--- config.mk ---
export PLATFORM = sky130hd
export DESIGN_NAME = uart_rx_word_ctrl
export DESIGN_NICKNAME = d
export VERILOG_FILES = /design/src/rtl/uart_rx_word_ctrl.sv
export SDC_FILE = /design/constraint.sdc
export NUM_CORES = 1
export LEC_CHECK = 0
export CAP_MARGIN = 20
export CORE_MARGIN = 2
export CORE_UTILIZATION = 55
export DETAILED_ROUTE_END_ITERATION = 10
export MAX_ROUTING_LAYER = met4
export PLACE_DENSITY = 0.84
export SLEW_MARGIN = 20
export SYNTH_ARGS = -nofsm -noshare
export SYNTH_HDL_FRONTEND = slang
export SYNTH_SLANG_ARGS = --single-unit
--- constraint.sdc ---
create_clock -name i_Clock -period 2.4 [get_ports i_Clock]
set_input_delay 0.24 -clock i_Clock [delete_from_list [all_inputs] [get_ports i_Clock]]
set_output_delay 0.24 -clock i_Clock [all_outputs]
set_load 0.005 [all_outputs]
--- src/rtl/uart_rx_word_ctrl.sv ---
// Gathers uart_rx bytes into BYTES_PER_WORD-byte words (first byte in the LSB lane)
// and offers each word on a valid/ready handshake. Partial words are dropped after an inter-byte timeout.
module uart_rx_word_ctrl #(
  parameter int BYTES_PER_WORD = 4,
  parameter int TIMEOUT_CLKS   = 104160,
  parameter int CNT_W          = 18
) (
  input  logic                        i_Clock,
  input  logic                        reset,
  input  logic                        enable,
  output logic                        o_receive,
  input  logic                        i_Rx_DV,
  input  logic [7:0]                  i_Rx_Byte,
  output logic [8*BYTES_PER_WORD-1:0] o_Word,
  output logic                        o_Word_Valid,
  input  logic                        i_Word_Ready,
  output logic [3:0]                  o_Byte_Count,
  output logic                        o_Timeout,
  output logic                        o_Drop
);

  localparam int               WORD_W    = 8 * BYTES_PER_WORD;
  localparam logic [3:0]       LAST_LANE = 4'(BYTES_PER_WORD - 1);
  localparam logic [CNT_W-1:0] CNT_LAST  = CNT_W'(TIMEOUT_CLKS - 1);
  localparam logic [CNT_W-1:0] CNT_ONE   = CNT_W'(1);

  typedef enum logic [1:0] {
    ST_IDLE    = 2'd0,
    ST_COLLECT = 2'd1,
    ST_HOLD    = 2'd2
  } state_t;

  state_t            state_q, state_d;
  logic [WORD_W-1:0] word_q, word_d;
  logic [3:0]        count_q, count_d;
  logic [CNT_W-1:0]  cnt_q, cnt_d;
  logic              valid_q, receive_q, timeout_q, timeout_d, drop_q, drop_d;

  // Next-state logic: byte lane writes, timeout tracking and handshake sequencing.
  always_comb begin
    state_d   = state_q;
    word_d    = word_q;
    count_d   = count_q;
    cnt_d     = cnt_q;
    timeout_d = 1'b0;
    drop_d    = 1'b0;
    case (state_q)
      ST_IDLE: begin
        drop_d = i_Rx_DV;
        if (enable) begin
          state_d = ST_COLLECT;
        end else begin
          state_d = ST_IDLE;
        end
      end
      ST_COLLECT: begin
        if (!enable) begin
          // Leaving COLLECT abandons the partial word without a timeout pulse.
          state_d = ST_IDLE;
          count_d = 4'd0;
          cnt_d   = '0;
        end else if (i_Rx_DV) begin
          for (int k = 0; k < BYTES_PER_WORD; k++) begin
            if (count_q == 4'(k)) begin
              word_d[8*k +: 8] = i_Rx_Byte;
            end else begin
              word_d[8*k +: 8] = word_q[8*k +: 8];
            end
          end
          cnt_d = '0;
          if (count_q == LAST_LANE) begin
            count_d = 4'd0;
            state_d = ST_HOLD;
          end else begin
            count_d = count_q + 4'd1;
          end
        end else if (count_q == 4'd0) begin
          cnt_d = '0;
        end else if (cnt_q == CNT_LAST) begin
          count_d   = 4'd0;
          cnt_d     = '0;
          timeout_d = 1'b1;
        end else begin
          cnt_d = cnt_q + CNT_ONE;
        end
      end
      ST_HOLD: begin
        drop_d = i_Rx_DV;
        if (i_Word_Ready) begin
          state_d = enable ? ST_COLLECT : ST_IDLE;
        end else begin
          state_d = ST_HOLD;
        end
      end
      default: begin
        state_d = ST_IDLE;
        count_d = 4'd0;
        cnt_d   = '0;
      end
    endcase
  end

  // State and output registers; valid and receive follow the next state so they are registered.
  always_ff @(posedge i_Clock) begin
    if (reset) begin
      state_q   <= ST_IDLE;
      word_q    <= '0;
      count_q   <= 4'd0;
      cnt_q     <= '0;
      valid_q   <= 1'b0;
      receive_q <= 1'b0;
      timeout_q <= 1'b0;
      drop_q    <= 1'b0;
    end else begin
      state_q   <= state_d;
      word_q    <= word_d;
      count_q   <= count_d;
      cnt_q     <= cnt_d;
      valid_q   <= (state_d == ST_HOLD);
      receive_q <= (state_d == ST_COLLECT);
      timeout_q <= timeout_d;
      drop_q    <= drop_d;
    end
  end

  assign o_receive    = receive_q;
  assign o_Word       = word_q;
  assign o_Word_Valid = valid_q;
  assign o_Byte_Count = count_q;
  assign o_Timeout    = timeout_q;
  assign o_Drop       = drop_q;

endmodule

==> results_dict.tcl, run 1 <==
set metrics [dict create \
    start_kind "register" \
    wirelength_um 6600 \
    crit_chain "ha_1, nand2_1, nor3_1, nand4b_4, a21oi_4, nor2_1" \
    p_int_w 0.00153 \
    clock_sinks 60 \
    hold_class "in -> reg" \
    yosysWarnings 0 \
    crit_fanout 12 \
    antenna_found_initial 0 \
    die_width_um 73.8 \
    p_sw_share_pct 24.5 \
    final_layout_size_suffix_gt1_share_pct 11.8 \
    comb_power_share_pct 5.0 \
    vias_per_cell 5.88 \
    setup_violations 0 \
    ios 53 \
    fin_nets 385 \
    p_switching_w 0.000496 \
    vias 2506 \
    ant_nets 0 \
    p_leak_nw 1.16 \
    path_buf_inv 0 \
    fill_cells 360 \
    port-buffer-count 52 \
    rr_startpoint "cnt_q[0]" \
    worst_path_max_delay_cell "a21oi_4" \
    drc_errors 0 \
    power_density_nw_per_um2 592 \
    detail_route.wl_per_cell_um 15.5 \
    cts_setup_buffers 0 \
    fin_skew_ps 7.32 \
    reg2regPathDepth 6 \
    finalCritPeriodShare_pct 84.4 \
    synth.distinct_cells 42 \
    layout_commonest_cell "dfxtp_1" \
    clkPwrFrac_pct 45.2 \
    area_growth_syn_to_layout_pct 27.6 \
    hold_viol 0 \
    fmax_mhz 494 \
    min_from "reset" \
    critPathCaptureType "register" \
    cts.path.max_buffers 2 \
    yosysSeqAreaShare_pct 44.9 \
    cts_root_buf "clkbuf_8" \
    synth_edf_count 0 \
    die_area_um2 5440 \
    ys_async_sr_fraction_pct 0 \
    cp-startpoint "cnt_q[0]" \
    grt_overflow_total 0 \
    rsz0062_at_grt "no" \
    final_cell_mix "60 x dfxtp_1, 51 x clkdlybuf4s50_1, 49 x nand2_1" \
    multiInputGateArea_um2 1360 \
    pre_cts_ws_ps 309 \
    worst_slack_ps 375 \
    utilization_pct 72.8 \
    pwr-share-seq_pct 49.8 \
    cts_buffers 9 \
    path_depth 6 \
    dp_hpwl_um 4420 \
    cts_tree "done" \
    ir_drop_mv 0.580 \
    cts_resized 0 \
    maxSlewViolCount 0 \
    path_clk_slew_ps 70 \
    crit_arrival_ps 2240 \
    ys_ff_latch 60 \
    max_slew_margin_pct 67.7 \
    coreArea_um2 4690 \
    ys.flop_type "dfxtp_1" \
    grtUsageTotal_pct 26.4 \
    cts.htree.levels 3 \
    worst_skew_pair.late_latency_ps 350 \
    worst_pin_slew_ps 485 \
    grt_max_degree 24 \
    synthesis.nets 334 \
    crit_required_ps 2620 \
    cpPeakStageDelay_ps 480 \
    fp.dieH_um 73.8 \
    antennaDiodeCount 0 \
    critical-path-top-delay-family "simple AND/OR/NAND/NOR gates" \
    postSynthCellCount 316 \
    worstSetupPathType "reg -> reg" \
    gp_congestion 0.832 \
    period_minus_slack_ps 2030 \
    maxCapViolCount 0 \
    final-seq-area_um2 1200 \
    status "finished, final reports clean" \
    setup_tns_ps 0 \
    holdBufCountCts 0 \
    synth_area_per_cell_um2 8.47 \
    first_pass_iters 5 \
    grt_pass1_vias 2235 \
    hold_depth 2 \
    netlist_area_um2 2680 \
    core.rowCount 25 \
    first_iter_violations 169 \
    start_util_pct 57.0 \
    whs_ps 217 \
    grt_first_pass_wirelength_um 10500 \
]
-- metrics by stage --
stage                     total power, W  instances  area, um^2
after floorplan                  0.00108        316        2680
after global placement           0.00113        410        3220
after detailed placement         0.00113        410        3220
after CTS                        0.00203        426        3420
after global routing             0.00209        426        3420
final                            0.00202        426        3420
-- Yosys cell counts, types with 3 or more instances --
cell type | number | share of area, %
nand3b_1 | 3 | 0.84
nor3_1 | 6 | 1.1
inv_1 | 5 | 0.70
nand3_1 | 36 | 6.7
a21oi_1 | 38 | 7.1
buf_2 | 6 | 1.1
dfxtp_1 | 60 | 45
nand2b_1 | 4 | 0.93
and3_1 | 3 | 0.70
o21ai_0 | 5 | 0.93
xnor2_1 | 5 | 1.6
clkbuf_1 | 11 | 1.5
a31oi_1 | 4 | 0.93
ha_1 | 5 | 2.3
nor2_1 | 17 | 2.4
nor2_2 | 11 | 2.6
nand2_1 | 49 | 6.9
xor2_1 | 7 | 2.3
a32oi_1 | 3 | 0.98
nand4_1 | 8 | 1.9
-- power groups by stage --
stage	logic, W	clock network (W)	registers [W]
final	0.000101	0.000914	0.00101
after global routing	0.000107	0.000978	0.00101
after CTS	0.0000992	0.000923	0.00101
after detailed placement	0.0000980	0	0.00103
after global placement	0.0000971	0	0.00103
after floorplan	0.0000503	0	0.00103
-- worst reg2reg max path, cell delays in order, from the launching register on --
cell and delay [ps]:
dfxtp_1 420, ha_1 240, nand2_1 120, nor3_1 280, nand4b_4 250, a21oi_4 480
nor2_1 110
-- per-layer routing --
layer	GRT usage (%)	share of wire, %	up-vias
met5	-	0	-
met4	7.88	1.5	0
met3	8.92	6.4	12
met2	42.2	50	94
met1	31.4	42	1186
li1	-	-	1214
-- final timing paths --
| path | to | slack, ps |
|---|---|---|
| max | cnt_q[6] | 370 |
| max reg2reg | cnt_q[6] | 370 |
| min reg2reg | o_Word[21] | 460 |
| min | o_Byte_Count[3] | 220 |
-- logic make-up after synthesis --
kind of cell	synth area share, %
buffers and inverters	4.30
xor gates and xnor gates	3.93
DFF	44.9
adders and majority gates	2.34
and+or+nand+nor	31.7
AOI/OAI and AO/OA	12.8
-- cell type report --
| cell class | instances | share of cell area (%) |
|---|---|---|
| clock buffer | 9 | 3.63 |
| clock inverter | 7 | 2.23 |
| inverter | 5 | 0.549 |
| multi-input combinational | 232 | 39.8 |
| sequential | 60 | 35.2 |
| tap | 54 | 1.98 |
| timing repair buffer | 59 | 16.6 |
-- sequential cells by signal (all words and copies together) (netlist names) --
signal	count
cnt_q	18
o_Byte_Count	4
o_Drop	1
o_Timeout	1
o_Word	32
o_Word_Valid	1
o_receive	1
state_q	2
No activity file was read; power rests on OpenSTA's default activity.
==> inputs of run 2 (changes only) <==
--- a/config.mk
+++ b/config.mk
@@ -7,10 +7,10 @@
 export LEC_CHECK = 0
 export CAP_MARGIN = 20
 export CORE_MARGIN = 2
-export CORE_UTILIZATION = 55
+export CORE_UTILIZATION = 46
 export DETAILED_ROUTE_END_ITERATION = 10
 export MAX_ROUTING_LAYER = met4
-export PLACE_DENSITY = 0.84
+export PLACE_DENSITY = 0.75
 export SLEW_MARGIN = 20
 export SYNTH_ARGS = -nofsm -noshare
 export SYNTH_HDL_FRONTEND = slang
==> constraint.sdc (replaced) <==
create_clock -name i_Clock -period 1.7 [get_ports i_Clock]
set_input_delay 0.17 -clock i_Clock [delete_from_list [all_inputs] [get_ports i_Clock]]
set_output_delay 0.17 -clock i_Clock [all_outputs]
set_load 0.005 [all_outputs]
==> run 2 against run 1 <==
Critical path depth decreased by 4. Sequential share of layout area decreased by 2.7 points. Die area increased by 18%. Hold slack improved by 34 ps. Clock skew increased by 3.0 ps. Critical path type is now reg -> out. Critical endpoint is now o_Byte_Count[3].
==> results_dict.tcl, run 2 (synthesized netlist as in run 1, its figures left out) <==
set metrics [dict create \
    total_power_w 0.00304 \
    worst_skew_pair.late_latency_ps 350 \
    critPathCaptureType "primary output" \
    fp.dieH_um 80.3 \
    multiInputGateArea_um2 1410 \
    min_from "reset" \
    drc_errors 0 \
    grtUsageTotal_pct 23.8 \
    pre_cts_ws_ps -177 \
    die_area_um2 6440 \
    fmax_mhz 609 \
    design_area_um2 3720 \
    cts.path.max_buffers 2 \
    final_cell_mix "55 x dfxtp_1, 51 x clkdlybuf4s50_1, 48 x nand2_1" \
    cts_setup_buffers 0 \
    p_leak_nw 1.32 \
    status "finished, final reports clean" \
    layout_commonest_cell "dfxtp_1" \
    grt_overflow_total 0 \
    antennaDiodeCount 0 \
    antenna_found_initial 0 \
    path_clk_slew_ps 70 \
    cts_buffers 9 \
    start_util_pct 48.0 \
    grt_first_pass_wirelength_um 11300 \
    first_iter_violations 167 \
    cts_root_buf "clkbuf_8" \
    finalCritPeriodShare_pct 96.6 \
    ant_nets 0 \
    ir_drop_mv 0.715 \
    fin_nets 408 \
    vias 2553 \
    wirelength_um 7140 \
    area_growth_syn_to_layout_pct 38.8 \
    power_density_nw_per_um2 817 \
    period_minus_slack_ps 1640 \
    hold_class "in -> reg" \
    grt_max_degree 34 \
    final_layout_size_suffix_gt1_share_pct 19.7 \
    setup_violations 0 \
    first_pass_iters 4 \
    ios 53 \
    max_slew_margin_pct 70.2 \
    crit_fanout 7 \
    core.rowCount 27 \
    fin_skew_ps 10.4 \
    largest_register_ff_count 32 \
    start_kind "register" \
    vias_per_cell 5.47 \
    worstSetupPathType "reg -> out" \
    coreArea_um2 5570 \
    gp_congestion 0.870 \
    hold_viol 0 \
    cts_tree "done" \
    crit_arrival_ps 1470 \
    final-seq-area_um2 1210 \
    rr_startpoint "o_Byte_Count[0]" \
    grt_pass1_vias 2349 \
    detail_route.wl_per_cell_um 15.3 \
    whs_ps 251 \
    place_area_um2 3440 \
    clock_sinks 60 \
    worst_slack_ps 57.6 \
    cts.htree.levels 3 \
    maxSlewViolCount 0 \
    crit_required_ps 1530 \
    die_width_um 80.3 \
    dp_hpwl_um 4960 \
    worst_pin_slew_ps 444 \
    cp-startpoint "o_Byte_Count[3]" \
    fill_cells 476 \
    maxCapViolCount 0 \
    port-buffer-count 52 \
]
-- run 2: changes by cell type in the layout (fill, tap and decap cells not counted), sizes merged --
cell,change
buf,+23
bufinv,+1
inv,-1
-- run 2: worst max-delay path: stages, from the launching register on --
cell and delay (ps):
dfxtp_2 420, buf_4 160, clkdlybuf4s50_1 550
-- run 2: layout make-up --
class                   instances  area share (%)
clock inverters                 7            2.73
well taps                      72            2.42
clock buffers                   9            3.33
inverters                       5           0.505
flip-flops and latches         60            32.5
multi-input cells             232            37.8
repair buffers                 82            20.7
-- run 2: final timing paths --
path	to	slack, ps	depth (start not counted)
hold reg to reg	o_Word[7]	460	2
setup / recovery	o_Byte_Count[3]	60	2
hold / removal	cnt_q[0]	250	2
setup reg to reg	cnt_q[6]	60	8
-- run 2: timing repair --
action / CTS / global route
hold endpoints to repair: 0 / 0
resized for setup: 2 / 13
pin swaps: 0 / 3
endpoints found under the setup margin: 3 / 27
hold buffers: 0 / 0
-- run 2: layer usage --
metal | vias up | share of wire [%] | global-route usage, %
met5 | - | 0 | -
met4 | 0 | 1.5 | 11.0
met3 | 11 | 8.1 | 6.52
met2 | 89 | 48 | 35.3
met1 | 1198 | 42 | 30.1
li1 | 1255 | - | -
-- run 2: metrics by stage --
step	std cells	TNS (ps)	utilization, %
6_report	467	0	66.7
3_3_place_gp	451	-1200	61.6
3_5_place_dp	451	-3200	61.6
4_1_cts	467	0	65.8
2_1_floorplan	316	0	-
5_1_grt	467	-29.5	66.7
-- run 2: power breakdown --
group	internal [W]	switching [W]
combinational	0.0000722	0.0000866
clock	0.000832	0.000627
sequential	0.00141	0.00000625
total	0.00232	0.000720
